===== src/rtl/priority_select_gen.sv =====
// Multi-grant priority selector: up to REQS distinct grants per cycle, alternating MSB-first/LSB-first picks, registered outputs.
// Optional simulation-only output checks are enabled by defining PSEL_GEN_CHECK_EN.
module priority_select_gen #(
    parameter int REQS  = 4,
    parameter int WIDTH = 8
) (
    input  logic                    clock,
    input  logic                    reset_n,
    input  logic [WIDTH-1:0]        req,
    output logic [WIDTH-1:0]        gnt,
    output logic [WIDTH*REQS-1:0]   gnt_bus,
    output logic                    empty
);

    function automatic logic [WIDTH-1:0] lowest_bit(input logic [WIDTH-1:0] v);
        return v & (~v + WIDTH'(1));
    endfunction

    function automatic logic [WIDTH-1:0] highest_bit(input logic [WIDTH-1:0] v);
        logic [WIDTH-1:0] r;
        r = '0;
        for (int i = 0; i < WIDTH; i++) begin
            if (v[i]) begin
                r    = '0;
                r[i] = 1'b1;
            end
        end
        return r;
    endfunction

    logic [WIDTH-1:0]      remaining;
    logic [WIDTH-1:0]      pick;
    logic [WIDTH*REQS-1:0] bus_next;
    logic [WIDTH-1:0]      gnt_next;
    logic                  empty_next;

    // Removing each grant from the pool makes the k-th pick equal the (k/2)-th
    // highest/lowest set bit and leaves later selectors at zero once exhausted.
    always_comb begin
        remaining  = req;
        pick       = '0;
        bus_next   = '0;
        gnt_next   = '0;
        empty_next = (req == '0);
        for (int k = 0; k < REQS; k++) begin
            if ((k % 2) == 0) pick = highest_bit(remaining);
            else              pick = lowest_bit(remaining);
            bus_next[k*WIDTH +: WIDTH] = pick;
            gnt_next  = gnt_next | pick;
            remaining = remaining & ~pick;
        end
    end

    always_ff @(posedge clock or negedge reset_n) begin
        if (!reset_n) begin
            gnt     <= '0;
            gnt_bus <= '0;
            empty   <= 1'b1;
        end else begin
            gnt     <= gnt_next;
            gnt_bus <= bus_next;
            empty   <= empty_next;
        end
    end

`ifdef PSEL_GEN_CHECK_EN
    logic [WIDTH-1:0] req_q;
    logic             chk_valid;

    function automatic bit slices_ok(input logic [WIDTH*REQS-1:0] bus);
        logic [WIDTH-1:0] acc;
        logic [WIDTH-1:0] s;
        bit               ok;
        acc = '0;
        ok  = 1'b1;
        for (int k = 0; k < REQS; k++) begin
            s = bus[k*WIDTH +: WIDTH];
            if ($countones(s) > 1) ok = 1'b0;
            if ((acc & s) != '0)   ok = 1'b0;
            acc = acc | s;
        end
        return ok;
    endfunction

    function automatic int expected_count(input logic [WIDTH-1:0] v);
        int pc;
        pc = $countones(v);
        return (pc < REQS) ? pc : REQS;
    endfunction

    // req_q mirrors the request that produced the currently registered outputs.
    always_ff @(posedge clock or negedge reset_n) begin
        if (!reset_n) begin
            req_q     <= '0;
            chk_valid <= 1'b0;
        end else begin
            req_q     <= req;
            chk_valid <= 1'b1;
        end
    end

    always @(posedge clock) begin
        if (reset_n && chk_valid) begin
            if (!slices_ok(gnt_bus))
                $error("priority_select_gen: grant slices not one-hot/disjoint");
            if ((gnt & ~req_q) != '0)
                $error("priority_select_gen: grant to clear request bit");
            if ($countones(gnt) != expected_count(req_q))
                $error("priority_select_gen: grant count wrong");
            if (empty != (req_q == '0))
                $error("priority_select_gen: empty flag wrong");
        end
    end
`else
    // Default build carries no checking logic.
`endif

endmodule


===== config.mk =====
export PLATFORM = sky130hd
export DESIGN_NAME = priority_select_gen
export DESIGN_NICKNAME = d
export VERILOG_FILES = /design/src/rtl/priority_select_gen.sv
export SDC_FILE = /design/constraint.sdc
export NUM_CORES = 1
export LEC_CHECK = 0
export BUFFER_PORTS_ARGS = -buffer_cell sky130_fd_sc_hd__buf_4
export CAP_MARGIN = 10
export CORE_MARGIN = 2
export CORE_UTILIZATION = 45
export DETAILED_ROUTE_END_ITERATION = 7
export PLACE_DENSITY = 0.72
export SLEW_MARGIN = 20
export SYNTH_ARGS = -nofsm -noshare
export SYNTH_HDL_FRONTEND = slang
export SYNTH_SLANG_ARGS = --single-unit

===== constraint.sdc =====
create_clock -name clock -period 1.14 [get_ports clock]
set_input_delay 0.057 -clock clock [delete_from_list [all_inputs] [get_ports clock]]
set_output_delay 0.057 -clock clock [all_outputs]
set_load 0.005 [all_outputs]

## Word-level counts from Yosys, hierarchy flattened

Cells that the tools add are included.

| storage, ports and cells | value |
|---|---|
| bits in registers | 41 |
| input port bits | 10 |
| output and inout bits | 41 |

| operators by class | value |
|---|---|
| $add $sub $neg | 2 |
| mux-type cells | 16 |
| bitwise gates (word level) | 13 |
| reduce and logical (&&, ||, !) cells | 1 |

Operators by type and width:

| operator | number |
|---|---|
| 8-bit two-way mux | 12 |
| 8-bit bitwise AND | 5 |
| 8-bit NOT | 5 |
| 8-bit OR | 3 |
| 8-bit by 1-bit adder with 8-bit output (second input constant) | 2 |
| 8-bit zero test | 1 |
| 3-bit two-way mux | 1 |
| 1-bit two-way mux | 2 |
| 2-bit two-way mux | 1 |

## Depth between registers and ports, before layout

| depth | value |
|---|---|
| depth after elaboration | 29 |
| depth in mapped cells | 8 |
| mapped depth without buffers | 6 |

## Worst setup path after synthesis

No wires, ideal clock.

| path | value |
|---|---|
| kind | input port to flip-flop |
| start | in req[4] |
| end | reg gnt_bus[21] |
| library setup time | 0.120 ns |
| arrival time | 1.584 ns |
| data required time | 1.020 ns |
| path slack | -0.564 ns |
| stages | 7 |
| cell sequence | buf_6 -> or4_4 -> buf_6 -> a2111o_1 -> nand3_2 -> nand2_2 -> and3_1 |

| on the way | value |
|---|---|
| longest elaborated chain between the ends | 17 |

Ends and longest elaborated chain:

| element | RTL line | RTL |
|---|---|---|
| start: declaration | 9 | `input logic [WIDTH-1:0] req,` |
| 8-bit two-way mux (4 in series) | 23 | `if (v[i]) begin` |
| 8-bit NOT | 50 | `remaining = remaining & ~pick;` |
| 8-bit bitwise AND * | 50 |  |
| 8-bit NOT | 16 | `return v & (~v + WIDTH'(1));` |
| 8-bit by 1-bit adder with 8-bit output | 16 |  |
| 8-bit bitwise AND | 16 |  |
| 8-bit NOT | 50 |  |
| 8-bit bitwise AND * | 50 |  |
| 8-bit two-way mux (5 in series) | 23 |  |
| 8-bit two-way mux * | 23 |  |
| named net bus_next[21] | 33 | `logic [WIDTH*REQS-1:0] bus_next;` |
| end signal: assignment | 61 | `gnt_bus <= bus_next;` |
| end: declaration | 11 | `output logic [WIDTH*REQS-1:0] gnt_bus,` |

Mark *: on every way through the listed nets, which the timed path passes. The rest lies on a longest branch.

## Worst setup path in the final report

| path | value |
|---|---|
| start | in req[5] |
| end | reg gnt_bus[21] |

| on the way | value |
|---|---|
| longest elaborated chain between the ends | 16 |

Ends and longest elaborated chain:

| element | RTL line |
|---|---|
| 8-bit two-way mux (3 in series) | 23 |
| 8-bit NOT | 50 |
| 8-bit bitwise AND * | 50 |
| 8-bit NOT | 16 |
| 8-bit by 1-bit adder with 8-bit output | 16 |
| 8-bit bitwise AND | 16 |
| 8-bit NOT | 50 |
| 8-bit bitwise AND * | 50 |
| 8-bit two-way mux (5 in series) | 23 |
| 8-bit two-way mux * | 23 |
| named net bus_next[21] | 33 |

Marked as above.

==> metrics <==
status complete, but fails checks; failing checks setup timing; antenna-violating nets left 0; count leader, synth dfrtp_1; CTS H-tree depth 2; critical path arrival 1.48 ns; Clock Pin Slew Worst Setup and Hold Paths 0.09 ns; die height 62.5 um; Crit path largest cell delay 0.55 ns; Max-Cap Viols 0; Detailed Routing Iterations Pass 1 5; power share of the clock group 0.268; Die X 62.5 um; fin cells 260; grt ovf 0; Int Pwr 1.77 mW; type of destination of the critical path flop; PwrDens 1070 nW/um2; synthesized flop and latch total 34; Sw Pwr 0.589 mW; Sw Share 0.250; ys flop type dfrtp_1; Die ar. 3900 um2; Peak Freq 798 MHz; global-route wire length before repair 5.84 mm; Slew Limit Fails 0; largest net degree at the start of global routing 35; fin worst setup slack -0.113 ns; Mapped Cells 148; part of the power in combinational logic 0.192; CTS Root Cell clkbuf_4; most frequent cells after synthesis dfrtp_1, clkbuf_1, nor2_1; final net count 225; HP Class input port to flop; VDD IR max 673 uV; RSZ-0062 raised after global routing yes; Yosys warnings 0; Core Util, Final 0.664; critical path fanouts, max 7; startpoint class of the critical path input port; Final Hold Vio Count 0; Yosys top cell area share 0.537; count of final setup violators 12; # port buffers 44; fin crit period 1.25 ns; Synth-to-Final Area Change 42.9%; # DRC 0; Initial DRC Count 40; I/O pins 51; # diodes 0; final wirelength 3.48 mm; Leakage 1.11 nW; Via Count 1,271; CP required 1.36 ns; CTS tree built; sequential area share after synthesis 0.554; Async SR Flop Fraction 1.00; Final Wtd Congestion 0.817; Inst Count DP 248; CORE AREA 3310 um2; critical-path cell list buf_6 > or4_4 > a2111o_1 > nand3_4 > nand2_2 > and3_1; Initial Util 0.464; Longest Clk Path Bufs 2; CP max stage cell or4_4; drt wl/cell 13.4 um; initial antenna violation count 0; Rows 21; Synth area leader dfrtp_1; Vias per Instance 4.89; Avg Inst Size Synth 10.4 um2; Distinct cells, synth 45; HPWL Detailed 2.61 mm; Seq pwr share 0.540; Tot GR Track Use 0.196; share of layout cells above drive strength 1 0.449; TritonCTS buffer count 5; synth top area cells dfrtp_1, buf_4, clkbuf_1; vias in the first global route 1,258; clock sink count 34; EDFF count, synth 0; mapped cell area 1540 um2; crit path kind input port to flop; fin crit share 1.10
-- kinds of logic (layout without fill, tap and decap cells) --
group,Yosys count,after routing,synth area share
DFF,34,34,0.554
buffers and inverters,24,85,0.0854
and+or+nand+nor,63,63,0.228
xor gates and xnor gates,4,4,0.0228
AOI/OAI and AO/OA,20,20,0.0944
other,1,6,0.00244
adders and majority gates,2,2,0.0130
-- final timing paths --
check,startpoint,end,slack (ns),cells past startpoint
min in group asynchronous,reset_n,gnt_bus[9],0.21,2
worst min-delay path,req[7],gnt_bus[6],0.02,3
max in group asynchronous,reset_n,empty,0.61,2
worst max-delay path,req[5],gnt_bus[21],-0.11,6
-- power by group through the flow --
stage               Sequential, mW  Clock [mW]  Combinational [mW]
detailed placement            1.30           0               0.421
global placement              1.30           0               0.412
CTS                           1.28       0.653               0.447
global route                  1.28       0.707               0.496
finish                        1.27       0.633               0.452
floorplan                     1.30           0               0.208
-- sequential cells by signal, indices dropped and copies added, names as in the netlist --
register  cells
gnt_bus      26
gnt           7
empty         1
-- metal layers --
layer  global-route usage  wire (um)  up-vias
li1                     -          -      619
met1                0.255       1550      600
met2                0.308       1680       45
met3               0.0577        178        7
met4               0.0833         65        0
met5                    0          0        -
-- what timing repair did --
action,in CTS,in global routing
setup endpoints to repair,12,16
pin swaps,5,6
gates cloned,0,0
hold buffers,5,0
buffers inserted,0,1
hold endpoints to repair,39,0
gates resized for setup,8,6
-- placed cells by master, fill, tap and decap left out, types with 4 or more instances in the layout --
cell / synthesis / routed
or2_1: 4 / 4
clkbuf_4: 0 / 5
conb_1: 1 / 6
buf_4: 7 / 69
nor2_1: 11 / 11
nor3_1: 8 / 6
dfrtp_1: 33 / 33
and2_1: 5 / 5
dlygate4sd3_1: 0 / 5
nand2_1: 10 / 10
-- through the flow --
stage	hold WS (ns)	setup slack [ns]	area (um2)	total power, mW	TNS (ns)
after CTS	0.00833	-0.0913	2170	2.38	-0.728
after floorplan	-0.239	-0.363	1600	1.51	-4.76
after global routing	0.0308	-0.180	2200	2.48	-1.35
after detailed placement	0.0255	-0.459	2040	1.72	-7.91
final	0.0206	-0.113	2200	2.36	-0.816
after global placement	0.00700	-0.431	2040	1.71	-7.24
-- critical path, delay by kind of cell --
| kind | cells | cell delay, ns |
|---|---|---|
| and+or+nand+nor | 4 | 0.94 |
| AOI/OAI and AO/OA | 1 | 0.38 |
| buffers and inverters | 1 | 0.09 |
-- area by class of cell --
type	count	area, um2
tap	46	57.6
multi-input combinational	95	627
fill	288	1110
inverter	2	7.51
timing repair buffer	77	602
sequential	34	852
clock buffer	6	51.3
No activity file was read; power rests on OpenSTA's default activity.
